## config.mk

```make
export PLATFORM = sky130hd
export DESIGN_NAME = commit_sequencer
export DESIGN_NICKNAME = d
export VERILOG_FILES = /design/src/rtl/commit_sequencer.sv
export SDC_FILE = /design/constraint.sdc
export NUM_CORES = 1
export LEC_CHECK = 0
export CORE_MARGIN = 8
export CORE_UTILIZATION = 43
export CTS_BUF_LIST = sky130_fd_sc_hd__clkbuf_2 sky130_fd_sc_hd__clkbuf_4 sky130_fd_sc_hd__clkbuf_8
export DETAILED_ROUTE_END_ITERATION = 8
export PLACE_DENSITY = 0.65
export SLEW_MARGIN = 20
export SYNTH_ARGS = -nofsm -noshare
export SYNTH_HDL_FRONTEND = slang
export SYNTH_SLANG_ARGS = --single-unit
```

## constraint.sdc

```tcl
create_clock -name clock -period 5.1 [get_ports clock]
set_clock_uncertainty 0.15 [all_clocks]
set_input_delay 1.02 -clock clock [delete_from_list [all_inputs] [get_ports clock]]
set_output_delay 1.02 -clock clock [all_outputs]
set_load 0.02 [all_outputs]
```

## src/rtl/commit_sequencer.sv

```systemverilog
// commit_sequencer: in-order retire stage sitting behind order_queue.
// Tracks per-tag completion, destination register and result, and
// retires the queue head into the register file once its result is known.
`timescale 1ns/1ps

module commit_sequencer #(
    parameter int TAG_WIDTH  = 5,
    parameter int DEPTH      = 2 ** TAG_WIDTH,
    parameter int DATA_WIDTH = 32,
    parameter int REG_WIDTH  = 5,
    parameter int CNT_WIDTH  = 16
) (
    input  logic                  clock,
    input  logic                  reset,
    input  logic                  disp_valid,
    input  logic [TAG_WIDTH-1:0]  disp_tag,
    input  logic [REG_WIDTH-1:0]  disp_rd,
    input  logic                  cdb_valid,
    input  logic [TAG_WIDTH-1:0]  cdb_tag,
    input  logic [DATA_WIDTH-1:0] cdb_data,
    input  logic [TAG_WIDTH-1:0]  oq_tag,
    input  logic                  oq_empty,
    output logic                  oq_pop,
    output logic                  rf_we,
    output logic [REG_WIDTH-1:0]  rf_waddr,
    output logic [DATA_WIDTH-1:0] rf_wdata,
    output logic [CNT_WIDTH-1:0]  retire_cnt,
    output logic                  err_dup
);

    typedef enum logic [1:0] {
        ST_CHECK  = 2'd0,
        ST_COMMIT = 2'd1,
        ST_WAIT   = 2'd2
    } state_t;

    state_t                state_q, state_d;
    logic [DEPTH-1:0]      done_q, done_d;
    logic [REG_WIDTH-1:0]  rd_mem_q [DEPTH];
    logic [REG_WIDTH-1:0]  rd_mem_d [DEPTH];
    logic [DATA_WIDTH-1:0] val_mem_q [DEPTH];
    logic [DATA_WIDTH-1:0] val_mem_d [DEPTH];
    logic [TAG_WIDTH-1:0]  head_tag_q, head_tag_d;
    logic [REG_WIDTH-1:0]  rf_waddr_q, rf_waddr_d;
    logic [DATA_WIDTH-1:0] rf_wdata_q, rf_wdata_d;
    logic [CNT_WIDTH-1:0]  retire_cnt_q, retire_cnt_d;
    logic                  err_dup_q, err_dup_d;
    logic                  commit_clear;

    // Retire FSM: wait for the head to complete, commit it for one cycle,
    // then idle one cycle so order_queue can present its new head.
    always_comb begin
        state_d      = state_q;
        head_tag_d   = head_tag_q;
        rf_waddr_d   = rf_waddr_q;
        rf_wdata_d   = rf_wdata_q;
        retire_cnt_d = retire_cnt_q;
        oq_pop       = 1'b0;
        rf_we        = 1'b0;
        commit_clear = 1'b0;
        case (state_q)
            ST_CHECK: begin
                if (!oq_empty && done_q[oq_tag]) begin
                    rf_waddr_d = rd_mem_q[oq_tag];
                    rf_wdata_d = val_mem_q[oq_tag];
                    head_tag_d = oq_tag;
                    state_d    = ST_COMMIT;
                end
            end
            ST_COMMIT: begin
                oq_pop       = 1'b1;
                rf_we        = (rf_waddr_q != '0);
                commit_clear = 1'b1;
                retire_cnt_d = retire_cnt_q + CNT_WIDTH'(1);
                state_d      = ST_WAIT;
            end
            ST_WAIT: begin
                state_d = ST_CHECK;
            end
            default: begin
                state_d = ST_CHECK;
            end
        endcase
    end

    // Scoreboard update: CDB sets done, then the commit clear and the
    // dispatch clear override it; any same-tag conflict raises err_dup.
    always_comb begin
        done_d    = done_q;
        err_dup_d = err_dup_q;
        rd_mem_d  = rd_mem_q;
        val_mem_d = val_mem_q;
        if (cdb_valid) begin
            val_mem_d[cdb_tag] = cdb_data;
            if (done_q[cdb_tag]) begin
                err_dup_d = 1'b1;
            end
            if (disp_valid && (disp_tag == cdb_tag)) begin
                err_dup_d = 1'b1;
            end else if (commit_clear && (head_tag_q == cdb_tag)) begin
                err_dup_d = 1'b1;
            end else begin
                done_d[cdb_tag] = 1'b1;
            end
        end
        if (commit_clear) begin
            done_d[head_tag_q] = 1'b0;
        end
        if (disp_valid) begin
            rd_mem_d[disp_tag] = disp_rd;
            done_d[disp_tag]   = 1'b0;
        end
    end

    // Control and status registers, cleared by synchronous reset.
    always_ff @(posedge clock) begin
        if (reset) begin
            state_q      <= ST_CHECK;
            done_q       <= '0;
            head_tag_q   <= '0;
            rf_waddr_q   <= '0;
            rf_wdata_q   <= '0;
            retire_cnt_q <= '0;
            err_dup_q    <= 1'b0;
        end else begin
            state_q      <= state_d;
            done_q       <= done_d;
            head_tag_q   <= head_tag_d;
            rf_waddr_q   <= rf_waddr_d;
            rf_wdata_q   <= rf_wdata_d;
            retire_cnt_q <= retire_cnt_d;
            err_dup_q    <= err_dup_d;
        end
    end

    // Per-tag destination and result storage; contents need no reset
    // because done gates every read.
    always_ff @(posedge clock) begin
        rd_mem_q  <= rd_mem_d;
        val_mem_q <= val_mem_d;
    end

    assign rf_waddr   = rf_waddr_q;
    assign rf_wdata   = rf_wdata_q;
    assign retire_cnt = retire_cnt_q;
    assign err_dup    = err_dup_q;

endmodule

```

## Yosys cells after proc, flatten, opt, wreduce, memory -nomap -nowiden

Index checks and enable logic that the tools add are counted.

- Register bits: 1,277
- Input port bits: 57
- Output and inout port bits: 56
- Logic and storage cells: 144

- Add/sub/neg operators: 1
- $lt $le $gt $ge: 12
- Equality and inequality tests: 4
- Muxes and demuxes: 34
- Bitwise gates (word level): 8
- Reduce and logical (&&, ||, !) cells: 14

Operator list:

| operator | count |
|---|---|
| $bwmux W1024 | 1 |
| $mux W32 | 8 |
| $bmux W32 S5 | 1 |
| $bwmux W160 | 1 |
| $demux W32 S5 | 1 |
| $and A32 B32 Y32 | 2 |
| $not A32 Y32 | 2 |
| $or A32 B32 Y32 | 1 |
| $bmux W5 S5 | 1 |
| $demux W5 S5 | 1 |
| $lt A5 B6 Y1 const B | 4 |
| $ge A6 B6 Y1 const B | 3 |
| $not A5 Y6 | 3 |
| $add A16 B1 Y16 const B | 1 |
| $demux W1 S5 | 3 |
| $ge A5 B1 Y1 const B | 3 |
| $mux W5 | 3 |
| $lt A6 B1 Y1 const B | 2 |
| $bmux W1 S5 | 2 |
| $eq A5 B5 Y1 | 2 |
| $mux W1 | 10 |
| $logic_and A1 B1 Y1 | 8 |
| $reduce_bool A5 Y1 | 1 |
| $pmux W2 S2 | 1 |
| 7 further kinds | 8 |

## Longest topological paths before layout

Gate-level depths: netlist (run 1).

- Depth in word-level cells: 12
- Mapped depth: 10
- Depth with buffers taken out: 7

## Worst setup path after synthesis (run 1)

OpenSTA, ideal clock, no wires.

- Path kind: input port to flip-flop
- Start point: input cdb_tag[2]
- End point: register val_mem_q[832] (netlist name), enable pin
- Setup time: 0.421 ns
- Arrival: 3.367 ns
- Data required time: 4.529 ns
- Path slack: 1.162 ns
- Stages on the path: 4
- Path buffers: 2
- Cell sequence: clkbuf_1 -> clkbuf_1 -> or3b_2 -> nor2_1

RTL lines:

| element | RTL line | RTL |
|---|---|---|
| start: declaration | 19 | `input logic [TAG_WIDTH-1:0] cdb_tag,` |
| end signal: assignment | 140 | `val_mem_q <= val_mem_d;` |
| end: declaration | 41 | `logic [DATA_WIDTH-1:0] val_mem_q [DEPTH];` |

## Final worst setup path (run 1)

- Start point: register state_q[1]
- End point: output rf_we

- Word-level cells in the longest chain between the ends: 2

RTL lines:

| element | RTL line | RTL |
|---|---|---|
| start: declaration | 37 | `state_t state_q, state_d;` |
| start signal: assignment | 126 | `state_q <= state_d;` |
| $eq A2 B1 Y1 | 61 | `case (state_q)` |
| $mux W1 | 61 |  |
| end: declaration | 24 | `output logic rf_we,` |

Every way passes these cells.

==> impl_metrics.json, run 1 <==
{
  "p_comb_frac": 0.055,
  "hp-class": "register to register",
  "cts_tree": "done",
  "fin_nets": 2957,
  "switchingPower_uw": 4810,
  "syn_nets": 2720,
  "slew_violations": 0,
  "clock_path_buffers": 3,
  "grt_overflow": 0,
  "synth_cell_types": 53,
  "p_int_uw": 16600,
  "drc": 0,
  "synth_area_sq_um": 50200,
  "grt_pass1_wl_mm": 185,
  "cts_resized": 0,
  "synth_ff_type": "edfxtp_1",
  "yosysTopAreaCell": "edfxtp_1",
  "setup_violations": 0,
  "critPathLaunch": "state_q[1]$_SDFFE_PP0P_",
  "seqPwrFrac": 0.542,
  "status": "completed",
  "drive_gt1_frac": 0.311,
  "finalSetupTns_ps": 0,
  "clockPowerShare": 0.403,
  "worstPathMaxFanout": 6,
  "cts_made_buffers": 200,
  "leakage_uw": 0.0180,
  "ys_seq_elements": 1277,
  "period_needed_ps": 3460,
  "critPathMaxStageDelay_ps": 630,
  "p_sw_frac": 0.224,
  "drt-initial-drc-count": 2759,
  "ys_top_cells_by_count": "edfxtp_1 (1184), mux2_2 (261), mux4_2 (161)",
  "start_kind": "register",
  "crit_arrival_ps": 2290,
  "tightest_slew_ps": 1120,
  "place_hpwl_mm": 71.6,
  "hold_viol_final": 0,
  "routed_wl_mm": 126,
  "rows": 125,
  "reg2reg_from": "head_tag_q[3]$_SDFFE_PP0P_",
  "total_power_uw": 21500,
  "peakVddDrop_mv": 0.218,
  "h-tree-depth": 4,
  "first_global_vias": 27700,
  "die-area_sq_um": 128000,
  "gp_congestion": 0.878,
  "syn_to_final_growth_pct": 14.8,
  "drtPass1Iterations": 7,
  "clockRootBuffer": "clkbuf_8",
  "avgSynthCellArea_sq_um": 18.9,
  "via_per_inst": 5.86,
  "wl_per_cell_microns": 27.5,
  "maxCapViolCount": 0,
  "ant_nets": 0,
  "max_freq_ghz": 0.289,
  "fin_crit_sh": 0.678,
  "rsz0062_at_grt": "false",
  "synth_area_leaders": "edfxtp_1 (71%), mux4_2 (7.2%), mux2_2 (5.9%), dfxtp_1 (3.7%), o22ai_1 (1.4%)",
  "power_density_nw_per_um2": 373,
  "antenna_found_initial": 2,
  "placement.io_buffers": 112,
  "async_flop_share": 0,
  "final_util": 0.496,
  "vias": 26900,
  "synth_most_common_cell": "edfxtp_1",
  "synth_top_area_frac": 0.709,
  "path_cells": "nand2b_1 > buf_4 > a21oi_1 > clkdlybuf4s50_1",
  "syn-instance-count": 2662,
  "seq_area_frac_synth": 0.746,
  "worstSetupEndpointType": "output port",
  "cts_setup_buffers": 0,
  "ctsHoldBuffers": 0,
  "die_h_microns": 358,
  "clk_pin_slew_ps": 60,
  "ys_warn_count": 0,
  "grt_use_total": 0.195,
  "grt_max_degree": 96,
  "path_class": "register to output port",
  "die_x_microns": 358,
  "slew_headroom": 0.248,
  "coreArea_sq_um": 116000,
  "clock_latency_ps": 870,
  "io_pins": 113,
  "clock_sinks": 1277,
  "initial_core_util": 0.432,
  "synth_edf_count": 1184,
  "min-delay-start": "rf_wdata[25]$_SDFFE_PP0P_",
  "required_ps": 3930,
  "slowest_stage": "clkdlybuf4s50_1"
}
## logic make-up (layout without fill, tap and decap cells)
kind of cell,count (synthesis),count (layout),synth area share
DFF,1277,1277,0.746
muxes,465,465,0.140
AOI/OAI and AO/OA,455,455,0.0624
and+or+nand+nor,265,265,0.0271
buffers and inverters,174,577,0.0205
xor gates and xnor gates,25,25,0.00436
adders and majority gates,1,1,0.000249
other,0,1,0
## registers in the layout, summed over array words and instances, names as in the netlist
register	count
state_q	2
done_q	32
head_tag_q	5
err_dup	1
rd_mem_q	160
rf_wdata	32
rf_waddr	5
retire_cnt	16
val_mem_q	1024
## per-layer routing
metal / vias to the layer above / track usage / part of all wire
met5: - / 0 / 0.00010
li1: 11400 / - / -
met2: 1220 / 0.321 / 0.49
met1: 14000 / 0.260 / 0.41
met4: 2 / 0.0630 / 0.028
met3: 233 / 0.0386 / 0.073
## metrics by stage
step                      instance area (sq um)  worst slack (ps)  hold slack [ps]  std cells
after floorplan                           50200              1160              349       2662
after global placement                    53600               912              298       4221
after global routing                      57600              1520              359       4590
final                                     57600              1640              326       4590
after CTS                                 57700              1520              328       4589
after detailed placement                  53600               935              319       4221
## layout by cell type (no fill, tap or decap), types with 42 or more instances in the layout
cell type	count
nor3_1	42
o21ai_0	78
nor2_1	62
buf_4	61
edfxtp_1	1184
clkbuf_8	213
o22ai_1	112
clkbuf_4	72
mux2_2	261
dfxtp_1	93
or3_1	42
mux2i_1	42
mux4_2	161
clkdlybuf4s50_1	90
a21oi_1	75
## worst paths after layout
path | endpoint | slack [ps] | cells after the start
worst max register to register | done_q[9]$_SDFF_PP0_ | 2460 | 6
worst min register to register | rf_wdata[25]$_SDFFE_PP0P_ | 330 | 2
worst min-delay path | rf_wdata[25]$_SDFFE_PP0P_ | 330 | 2
worst max-delay path | rf_we | 1640 | 4
## area by class of cell
class	instances	area (sq um)
Multi-Input combinational cell	1211	12100
Sequential cell	1277	37400
Timing Repair Buffer	205	2140
Clock inverter	83	577
Clock buffer	285	3470
Tap cell	1524	1910
Inverter	4	15.0
Fill cell	9430	58500
Antenna cell	1	2.50
## worst max-delay path: cells and delay by family (launching register included)
family,cells,cell delay (ps)
buf+inv,2,840
simple gates,1,160
flops,1,310
compound gates,1,160
## power groups by stage
stage	Sequential [uW]	Clock, uW	Combinational, uW
2_1_floorplan	11800	0	677
3_3_place_gp	11800	0	1170
3_5_place_dp	11900	0	1190
4_1_cts	11600	8810	1190
5_1_grt	11600	9250	1260
6_report	11600	8640	1180
Power figures use the tool's default switching activity.
==> inputs of run 2 (changes only) <==
clock period = 3.6 ns   (was 5.1 ns; I/O delays follow)
==> impl_metrics.json, run 2 (same netlist as run 1, synthesis figures left out) <==
{
  "slew_headroom": 0.273,
  "clk_pin_slew_ps": 60,
  "cts_resized": 1,
  "grt_use_total": 0.202,
  "fin_nets": 3027,
  "clock_latency_ps": 880,
  "clockPowerShare": 0.414,
  "tightest_slew_ps": 1090,
  "postLayoutCellArea_sq_um": 58800,
  "hp-class": "primary input to register",
  "r2r_end": "done_q[17]$_SDFF_PP0_",
  "die_h_microns": 358,
  "period_needed_ps": 3320,
  "rsz0062_at_grt": "false",
  "routed_wl_mm": 131,
  "die_x_microns": 358,
  "via_per_inst": 5.88,
  "rrSetupSlack_ps": 810,
  "drive_gt1_frac": 0.323,
  "vias": 27400,
  "syn_to_final_growth_pct": 17.1,
  "place_hpwl_mm": 75.8,
  "maxCapViolCount": 0,
  "start_kind": "register",
  "drc": 0,
  "fin_crit_sh": 0.922,
  "holdPathEnd": "val_mem_q[441]$_DFFE_PP_",
  "first_global_vias": 28400,
  "placement.io_buffers": 112,
  "die-area_sq_um": 128000,
  "worstPathMaxFanout": 8,
  "ctsHoldBuffers": 0,
  "leakage_uw": 0.0186,
  "reg_top3": "val_mem_q: 1024 flops, rd_mem_q: 160 flops",
  "grt_overflow": 0,
  "seqPwrFrac": 0.529,
  "cts_setup_buffers": 0,
  "setup_violations": 0,
  "wl_per_cell_microns": 28.1,
  "ant_nets": 0,
  "clock_sinks": 1277,
  "clockRootBuffer": "clkbuf_8",
  "grt_max_degree": 89,
  "drt-initial-drc-count": 2957,
  "switchingPower_uw": 6850,
  "path_class": "register to output port",
  "post-place-cells": 4290,
  "h-tree-depth": 4,
  "rr_worst_depth": 7,
  "reg2reg_from": "state_q[1]$_SDFFE_PP0P_",
  "finalSetupTns_ps": 0,
  "largest-register": "val_mem_q",
  "final_cell_mix": "edfxtp_1 (1184), mux2_2 (261), clkbuf_8 (227)",
  "whs_ps": 216,
  "rows": 125,
  "drtPass1Iterations": 8,
  "final_util": 0.507,
  "crit_arrival_ps": 2450,
  "power_density_nw_per_um2": 530,
  "worstSetupEndpointType": "output port",
  "required_ps": 2730,
  "min-delay-start": "cdb_data[25]",
  "peakVddDrop_mv": 0.342,
  "final_common_cell": "edfxtp_1",
  "coreArea_sq_um": 116000,
  "layoutNonFillerInstCount": 4664,
  "clock_path_buffers": 3,
  "place_area_sq_um": 54500,
  "hold_viol_final": 0,
  "status": "completed",
  "largest_reg_flops": 1024,
  "slew_violations": 0,
  "gp_congestion": 0.882,
  "p_comb_frac": 0.057,
  "whs_path_depth": 1,
  "cts_tree": "done",
  "initial_core_util": 0.432,
  "antenna_found_initial": 5,
  "cts_made_buffers": 201,
  "p_int_uw": 24300,
  "grt_pass1_wl_mm": 191,
  "max_freq_ghz": 0.301,
  "io_pins": 113,
  "p_sw_frac": 0.220
}
[run 2: changes by cell type in the layout (fill, tap and decap cells not counted), sizes merged]
cell	previous run	this run
inv	11	17
clkdlybuf4s50	90	103
clkbuf	285	298
buf	115	171
clkinvlp	7	0
clkinv	65	51
bufinv	4	9
diode	1	3
[run 2: final cells by class]
class	instances	area, sq um
well taps	1524	1910
repair buffers	274	3070
clock buffers	298	3660
diodes	3	7.51
multi-input cells	1211	12100
flip-flops and latches	1277	37400
inverters	4	16.3
clock inverters	73	661
fillers	9290	57300
[run 2: through the flow]
step / worst slack (ps) / total power (uW)
after floorplan: -37.1 / 17700
after global placement: 76.4 / 18500
after detailed placement: 54.3 / 18600
after CTS: 141 / 31400
after global routing: 142 / 32100
final: 281 / 31200
[run 2: worst max-delay path, stage by stage, from the launching register on]
cell	delay [ps]
dfxtp_1	320
nand2b_1	440
clkinv_2	260
clkdlybuf4s50_1	600
[run 2: worst max-delay path by stage]
stage,startpoint,to,cells past startpoint
2_1_floorplan,cdb_tag[2],val_mem_q[768]$_DFFE_PP_,4
3_3_place_gp,oq_tag[3],rf_wdata[8]$_SDFFE_PP0P_,9
3_5_place_dp,oq_tag[3],rf_wdata[8]$_SDFFE_PP0P_,9
4_1_cts,state_q[1]$_SDFFE_PP0P_,oq_pop,3
5_1_grt,state_q[1]$_SDFFE_PP0P_,oq_pop,3
6_report,state_q[1]$_SDFFE_PP0P_,oq_pop,3
[run 2: power by group through the flow]
stage | sequential [uW] | combinational [uW] | clock [uW]
after detailed placement | 16800 | 1780 | 0
after global placement | 16800 | 1740 | 0
final | 16500 | 1780 | 12900
after floorplan | 16800 | 959 | 0
after global routing | 16500 | 1880 | 13800
after CTS | 16500 | 1780 | 13100
[run 2: per-layer routing]
metal  track usage  up-vias  wire, microns
li1              -    11600              -
met1         0.271    14200          53100
met2         0.334     1379          63500
met3        0.0401      240          10900
met4        0.0626        4           3530
met5             0        -             27
